--- config.mk ---
export PLATFORM = sky130hd
export DESIGN_NAME = rr_pipe_shifter
export DESIGN_NICKNAME = d
export VERILOG_FILES = /design/src/rtl/shifter_pkg.sv /design/src/rtl/stage_rr.sv /design/src/rtl/rr_pipe_shifter.sv
export SDC_FILE = /design/constraint.sdc
export NUM_CORES = 1
export LEC_CHECK = 0
export BUFFER_PORTS_ARGS = -buffer_cell sky130_fd_sc_hd__buf_2
export CELL_PAD_IN_SITES_DETAIL_PLACEMENT = 1
export CELL_PAD_IN_SITES_GLOBAL_PLACEMENT = 1
export CORE_MARGIN = 4
export CORE_UTILIZATION = 50
export DETAILED_ROUTE_END_ITERATION = 7
export PLACE_DENSITY_LB_ADDON = 0.1
export SYNTH_ARGS = -nofsm -noshare
export SYNTH_HDL_FRONTEND = slang
export SYNTH_SLANG_ARGS = --single-unit
export TNS_END_PERCENT = 30
--- constraint.sdc ---
create_clock -name clk -period 3.9 [get_ports clk]
set_clock_uncertainty 0.05 [all_clocks]
set_input_delay 0.39 -clock clk [delete_from_list [all_inputs] [get_ports clk]]
set_output_delay 0.39 -clock clk [all_outputs]
set_load 0.03 [all_outputs]
--- src/rtl/shifter_pkg.sv ---
// ============================================================================
// Module      : shifter_pkg
// Description : Shared widths, op encoding and stage payload for rr_pipe_shifter.
// Revision    : 1.0 - initial release
// ============================================================================
`default_nettype none

package shifter_pkg;

  localparam int WIDTH = 64;
  localparam int SHW   = 6;
  localparam int TAGW  = 4;

  typedef enum logic [1:0] {
    OP_ROR = 2'd0,
    OP_SRL = 2'd1,
    OP_SRA = 2'd2
  } shift_op_e;

  typedef struct packed {
    logic             valid;
    logic [WIDTH-1:0] data;
    logic [SHW-1:0]   amount;
    shift_op_e        op;
    logic             fill;
    logic [TAGW-1:0]  tag;
  } stage_t;

  // Encoding 3 is reserved and behaves as a rotate.
  function automatic shift_op_e decode_op(input logic [1:0] raw);
    return (raw == 2'd3) ? OP_ROR : shift_op_e'(raw);
  endfunction

endpackage

`default_nettype wire

--- src/rtl/stage_rr.sv ---
// ============================================================================
// Module      : stage_rr
// Description : One registered right shift/rotate stage by a fixed SHAMT.
// Revision    : 1.0 - initial release
// ============================================================================
`default_nettype none

module stage_rr
  import shifter_pkg::*;
#(
  parameter int SHAMT = 1
) (
  input  logic   clk,
  input  logic   rst,
  input  logic   i_advance,
  input  stage_t i_stage,
  output stage_t o_stage
);

  localparam int c_amt_bit = $clog2(SHAMT);

  logic [WIDTH-1:0] w_shifted;
  stage_t           w_next;
  stage_t           r_stage;

  always_comb begin
    case (i_stage.op)
      OP_SRL:  w_shifted = {{SHAMT{1'b0}}, i_stage.data[WIDTH-1:SHAMT]};
      OP_SRA:  w_shifted = {{SHAMT{i_stage.fill}}, i_stage.data[WIDTH-1:SHAMT]};
      default: w_shifted = {i_stage.data[SHAMT-1:0], i_stage.data[WIDTH-1:SHAMT]};
    endcase
    w_next = i_stage;
    if (i_stage.amount[c_amt_bit]) begin
      w_next.data = w_shifted;
    end
  end

  always_ff @(posedge clk) begin
    if (rst) begin
      r_stage <= '0;
    end else if (i_advance) begin
      r_stage <= w_next;
    end
  end

  assign o_stage = r_stage;

endmodule

`default_nettype wire

--- src/rtl/rr_pipe_shifter.sv ---
// ============================================================================
// Module      : rr_pipe_shifter
// Description : Six-stage pipelined 64-bit right rotate / logical / arithmetic
//               shifter with valid/ready handshake and a sideband tag.
// Revision    : 1.0 - initial release
// ============================================================================
`default_nettype none

module rr_pipe_shifter #(
  parameter int WIDTH = shifter_pkg::WIDTH,
  parameter int SHW   = shifter_pkg::SHW,
  parameter int TAGW  = shifter_pkg::TAGW
) (
  input  logic             clk,
  input  logic             rst,
  input  logic             in_valid,
  output logic             in_ready,
  input  logic [WIDTH-1:0] in_data,
  input  logic [SHW-1:0]   shift_amount,
  input  logic [1:0]       op,
  input  logic [TAGW-1:0]  in_tag,
  output logic             out_valid,
  input  logic             out_ready,
  output logic [WIDTH-1:0] result,
  output logic [TAGW-1:0]  out_tag,
  output logic             busy
);

  import shifter_pkg::*;

  stage_t w_head;
  stage_t w_link [0:6];
  logic   w_advance;

  // Whole pipe moves in lockstep; bubbles are kept so ordering and timing hold.
  assign w_advance = !out_valid || out_ready;
  assign in_ready  = w_advance;

  always_comb begin
    w_head        = '0;
    w_head.valid  = in_valid;
    w_head.data   = in_data;
    w_head.amount = shift_amount;
    w_head.op     = decode_op(op);
    w_head.fill   = in_data[WIDTH-1];
    w_head.tag    = in_tag;
  end

  assign w_link[0] = w_head;

  for (genvar k = 0; k < 6; k++) begin : g_stage
    stage_rr #(
      .SHAMT (1 << k)
    ) u_stage (
      .clk       (clk),
      .rst       (rst),
      .i_advance (w_advance),
      .i_stage   (w_link[k]),
      .o_stage   (w_link[k+1])
    );
  end

  assign out_valid = w_link[6].valid;
  assign result    = w_link[6].data;
  assign out_tag   = w_link[6].tag;

  always_comb begin
    busy = 1'b0;
    for (int k = 1; k <= 6; k++) begin
      busy = busy | w_link[k].valid;
    end
  end

  logic w_unused_tail;
  assign w_unused_tail = ^{w_link[6].amount, w_link[6].op, w_link[6].fill};

endmodule

`default_nettype wire

; Yosys cells after proc, flatten, opt, wreduce, memory -nomap -nowiden
; Cells that the tools add are included.
[totals]
in_bits = 80
output_inout_bits = 71
ram_bits = 0
latchBits = 0
ff_bits = 459
mem_count = 0
wordCells = 66
rom_bits = 0
[classes]
bitwise = 5
n_mux = 13
n_addsub = 0
n_mul = 0
n_lt_le_gt_ge = 0
div_mod_pow = 0
eq_ne = 13
reduce_logical = 2
n_shift = 0
[ops]
columns = operator, count
row1 = case mux 64 bit (2 select lines), 6
row2 = 2-to-1 mux 64 bit, 6
row3 = "equality test 2 bit, second input constant", 7
row4 = "equality test 2 x 1 -> 1 bit, second input constant", 6
row5 = OR 1 bit, 5
row6 = 2-to-1 mux 2 bit, 1
row7 = logical NOT 1 bit, 1
row8 = logical OR 1 bit, 1

; Longest topological paths before layout
[depth]
depth_word = 5
mapped_depth = 6
ltp_nobuf = 5

; Hierarchy
; From an unflattened synthesis, not the netlist that was laid out.
[hier_totals]
hier_cells = 2087
hier_area_um2 = 20832.5
[modules_own_cells]
columns = module, cells_per_inst, seq_area_each_um2, area_per_inst_um2, instances
row1 = stage_rr at g_stage[2].u_stage, 335, 1561.5, 3636.0, 1
row2 = stage_rr at g_stage[5].u_stage, 376, 1561.5, 3482.1, 1
row3 = stage_rr at g_stage[4].u_stage, 355, 1561.5, 3472.1, 1
row4 = stage_rr at g_stage[3].u_stage, 344, 1561.5, 3423.3, 1
row5 = stage_rr at g_stage[1].u_stage, 336, 1561.5, 3404.5, 1
row6 = stage_rr at g_stage[0].u_stage, 335, 1561.5, 3375.7, 1
row7 = rr_pipe_shifter, 6, 0.0, 38.8, 1

; Least setup slack after synthesis
; No wires, ideal clock.
[synth_path]
kind = reg2out
startpoint = reg g_stage[5].u_stage.r_stage, in the netlist g_stage[5].u_stage.o_stage[77]
endpoint = out in_ready
required_ps = 3460
slack_ps = 2164
path_stages_with_launch = 5
path_buffers = 2
arrival_ps = 1296
path_cell_list = dfxtp_1 > nor2b_4 > inv_2 > buf_2 > clkbuf_1
[synth_via]
elab_chain_cells = 2
[synth_rtl]
columns = element, line_no
row1 = start: declaration, stage_rr.sv:24  ; stage_t r_stage;
row2 = start signal: assignment, stage_rr.sv:42  ; r_stage <= w_next;
row3 = logical NOT 1 bit, rr_pipe_shifter.sv:36  ; assign w_advance = !out_valid || out_ready;
row4 = logical OR 1 bit, rr_pipe_shifter.sv:36
row5 = end: declaration, rr_pipe_shifter.sv:17  ; output logic in_ready,
; Every way passes these cells.

; Worst setup path in the final report
[layout_path]
startpoint = reg g_stage[5].u_stage.r_stage, in the netlist g_stage[5].u_stage.o_stage[77]
endpoint = reg g_stage[4].u_stage.r_stage, in the netlist g_stage[4].u_stage.o_stage[74]
[layout_via]
elab_chain_cells = 2
[layout_rtl]
columns = element, line_no
row1 = logical NOT 1 bit, rr_pipe_shifter.sv:36
row2 = logical OR 1 bit, rr_pipe_shifter.sv:36
row3 = end signal: assignment, stage_rr.sv:42
row4 = end: declaration, stage_rr.sv:24
; Every way passes these cells.
; A chain may end at the register's enable or synchronous reset.

==> metrics.md <==
| Metric | Value |
|---|---|
| Sequential power share | `0.497` |
| Die area | `between 40000 and 50000 um2` |
| Switching Share | `0.235` |
| Peak supply drop | `about 0.00036 V` |
| Post-Syn Instances | `between 2000 and 2500` |
| Via density | `5.69` |
| Fin. Hold Viols | `0` |
| Crit path depth | `5` |
| Worst-skew pair later-pin latency | `a little under 0.6 ns` |
| Buf+Inv Stages, Crit Path | `2` |
| CP max-delay cell | `buf_4` |
| PortBufs | `150` |
| Final setup viols | `0` |
| # IOs | `151` |
| Critical-path cell list | `nor2b_4, buf_4, buf_4, nand2_1, a221oi_1` |
| Drc violations | `0` |
| Async set-or-reset flop fraction in the synthesized netlist | `0` |
| # diodes | `0` |
| First-pass GRT wire length | `83.7 mm` |
| Area Growth Syn to Fin | `12.1%` |
| Post-DP HPWL | `35.4 mm` |
| Core ar. | `37600 um2` |
| Routed vias | `15100` |
| Top delay family on crit path | `buffers and inverters` |
| Worst slew pin tran | `0.990 ns` |
| Critical Path Max Stage Delay | `0.82 ns` |
| Yosys top cell by area | `dfxtp_1` |
| Top post-synthesis cells by count | `444 x dfxtp_1, 331 x nor2_1, 321 x a211oi_1, 321 x mux2i_1, 246 x nand2_1` |
| Yosys top cell area share | `0.467` |
| Layout Nets | `between 2000 and 2500` |
| Post_cts resized | `0` |
| CP Launch Point | `g_stage[5].u_stage.o_stage[77]` |
| Height of the die | `around 200 um` |
| Status | `finished, final reports clean` |
| CP endpoint | `g_stage[4].u_stage.o_stage[74]` |
| Worst Path Required | `~4.3 ns` |
| Mapped Area | `19000 um2` |
| Power per cell area | `464 nW/um2` |
| Overall Power | `9.88 mW` |
| Register area share after synthesis | `0.467` |
| Most used DFF post-synth | `dfxtp_1` |
| Critical Path Most Common Cell | `buf_4` |
| Unrepaired setup endpoints after global routing | `false` |
| Site Rows | `71` |
| Initial antenna violation count | `0` |
| ANT nets after route | `0` |
| Root Driver | `clkbuf_16` |
| Synthesis-stage register bit count | `444` |
| Share of total power in combinational logic | `0.061` |
| Largest register FFs | `444` |
| Gr ovfl total | `0` |
| Crit end category | `register` |
| Synthesized area per cell | `roughly 9.2 um2` |
| Fmax | `401 MHz` |
| Avg WL per Cell | `approximately 20 um` |
| EDFF count, synth | `0` |
| Layout cell share with drive strength beyond 1 | `0.118` |
| Unique masters post-synth | `27` |
| Vias in the first global route | `15000` |
| Placer's final routability congestion estimate | `between 0.7 and 0.8` |
| Aggregate global-route resource usage | `0.247` |
| CTS clock-pin slew for the worst setup and hold paths | `about 0.060 ns` |
| # clock sinks | `444` |
| R2r startpoint | `g_stage[5].u_stage.o_stage[77]` |
| Critical path class | `register to register` |
| Pin count of the biggest net entering global routing | `141` |
| R2R Setup Slk | `about 1.4 ns` |
| Max-cap viol count | `0` |
| Max Fanout on Critical Path | `roughly 80` |
| Tcrit/Tclk final | `0.640` |
| H-tree depth | `2` |
| Initial core utilization | `0.506` |
| Total negative slack | `0 ns` |
| Synth Net Count | `2164` |
| Pins Over Slew Limit | `0` |
| Drt first-iter violations | `between 800 and 900` |
| P_leak | `8.28 nW` |
| CTS tree | `built` |
| CTS Buf Count | `between 40 and 50` |
| Reg2Reg Depth | `5` |
| NetSw | `approximately 2.3 mW` |
| Synth warnings | `0` |
| R2r endpoint | `g_stage[4].u_stage.o_stage[74]` |
| Internal cell power | `around 7.6 mW` |
| Total iterations of the first detailed-routing run | `4` |
| Critical path arrival | `2.91 ns` |
| Post-CTS setup buffers | `0` |
| Fin crit period | `2.50 ns` |
| Critical Path Source Type | `register` |
| Max_slew headroom | `0.340` |
| Detailed Route WL | `between 50 and 60 mm` |
| Most numerous cell in the Yosys netlist | `dfxtp_1` |
| Ranking of synthesized cells by area | `dfxtp_1 47%, mux2i_1 17%, a211oi_1 13%` |
| Clk pwr share | `0.442` |
| Hold crit path type | `input port to register` |
| Maximum buffer depth of the clock tree | `3` |
| Die Width | `roughly 200 um` |
## repair_timing
item	CTS	global route
endpoints found under the setup margin	0	0
hold buffers	6	0
hold endpoints to repair	6	0
## per-layer routing
layer,vias to the layer above,GRT usage,routed length [um]
li1,7530,-,-
met1,7248,0.336,24300
met2,221,0.415,25200
met3,63,0.0339,1540
met4,0,0.0653,1230
met5,-,0,0
## worst min path at each step
stage / cells after the start / startpoint / to / slack (ns)
final: 3 / in_tag[2] / g_stage[0].u_stage.o_stage[2] / 0.03
after global routing: 3 / in_tag[2] / g_stage[0].u_stage.o_stage[2] / 0.02
after CTS: 3 / in_tag[2] / g_stage[0].u_stage.o_stage[2] / 0.0003
after detailed placement: 2 / g_stage[1].u_stage.o_stage[11] / g_stage[1].u_stage.o_stage[11] / 0.40
after global placement: 2 / g_stage[3].u_stage.o_stage[12] / g_stage[3].u_stage.o_stage[12] / 0.39
after floorplan: 2 / g_stage[4].u_stage.o_stage[5] / g_stage[4].u_stage.o_stage[5] / 0.38
## placed cells by master (no fill, tap or decap), drive strengths merged
master	count
clkbuf	72
nand2	246
buf	176
nand3b	2
clkinvlp	1
dlygate4sd3	6
clkinv	6
nand3	1
a21oi	65
a221oi	56
a311oi	1
nor4	1
o211a	3
inv	9
bufinv	1
dfxtp	444
a311o	6
o21ai	57
a211oi	321
mux2i	321
nor2b	2
ha	8
nor2	331
## tightest hold or removal path, delay by kind of cell
family | cells | cell delay, ns
AND/OR/NAND/NOR | 1 | 0.06
AO/OA/AOI/OAI | 1 | 0.06
buffers and inverters | 1 | 0.10
## power by group through the flow
stage                     registers, mW  clock network [mW]  logic, mW
after floorplan                    4.93                   0      0.437
after global placement             5.00                   0      0.576
after detailed placement           5.01                   0      0.597
after CTS                          4.91                4.46      0.608
after global routing               4.93                4.65      0.667
final                              4.91                4.37      0.603
## through the flow
| stage | setup slack [ns] | hold WS (ns) | util | std cells | instance area, um2 |
|---|---|---|---|---|---|
| final | 1.40 | 0.0334 | 0.567 | 2647 | 21300 |
| after global placement | 1.40 | 0.387 | 0.526 | 2561 | 19800 |
| after CTS | 1.38 | 0.000256 | 0.567 | 2647 | 21300 |
| after floorplan | 2.16 | 0.382 | - | 2076 | 19000 |
| after detailed placement | 1.30 | 0.397 | 0.526 | 2561 | 19800 |
| after global routing | 1.16 | 0.0163 | 0.567 | 2647 | 21300 |
## cells by family after synthesis
group,count (synthesis),synth area share
and+or+nand+nor,583,0.116
muxes,321,0.169
AOI/OAI and AO/OA,509,0.190
buffers and inverters,211,0.0523
adders and majority gates,8,0.00526
DFF,444,0.467
## layout make-up
| type | count | area (um2) |
|---|---|---|
| inverters | 9 | 41.3 |
| repair buffers | 182 | 1110 |
| well taps | 511 | 639 |
| clock inverters | 8 | 67.6 |
| clock buffers | 72 | 1430 |
| multi-input cells | 1421 | 9140 |
| flip-flops and latches | 444 | 8900 |
| fillers | 4285 | 16300 |
No activity file was read; power rests on OpenSTA's default activity.
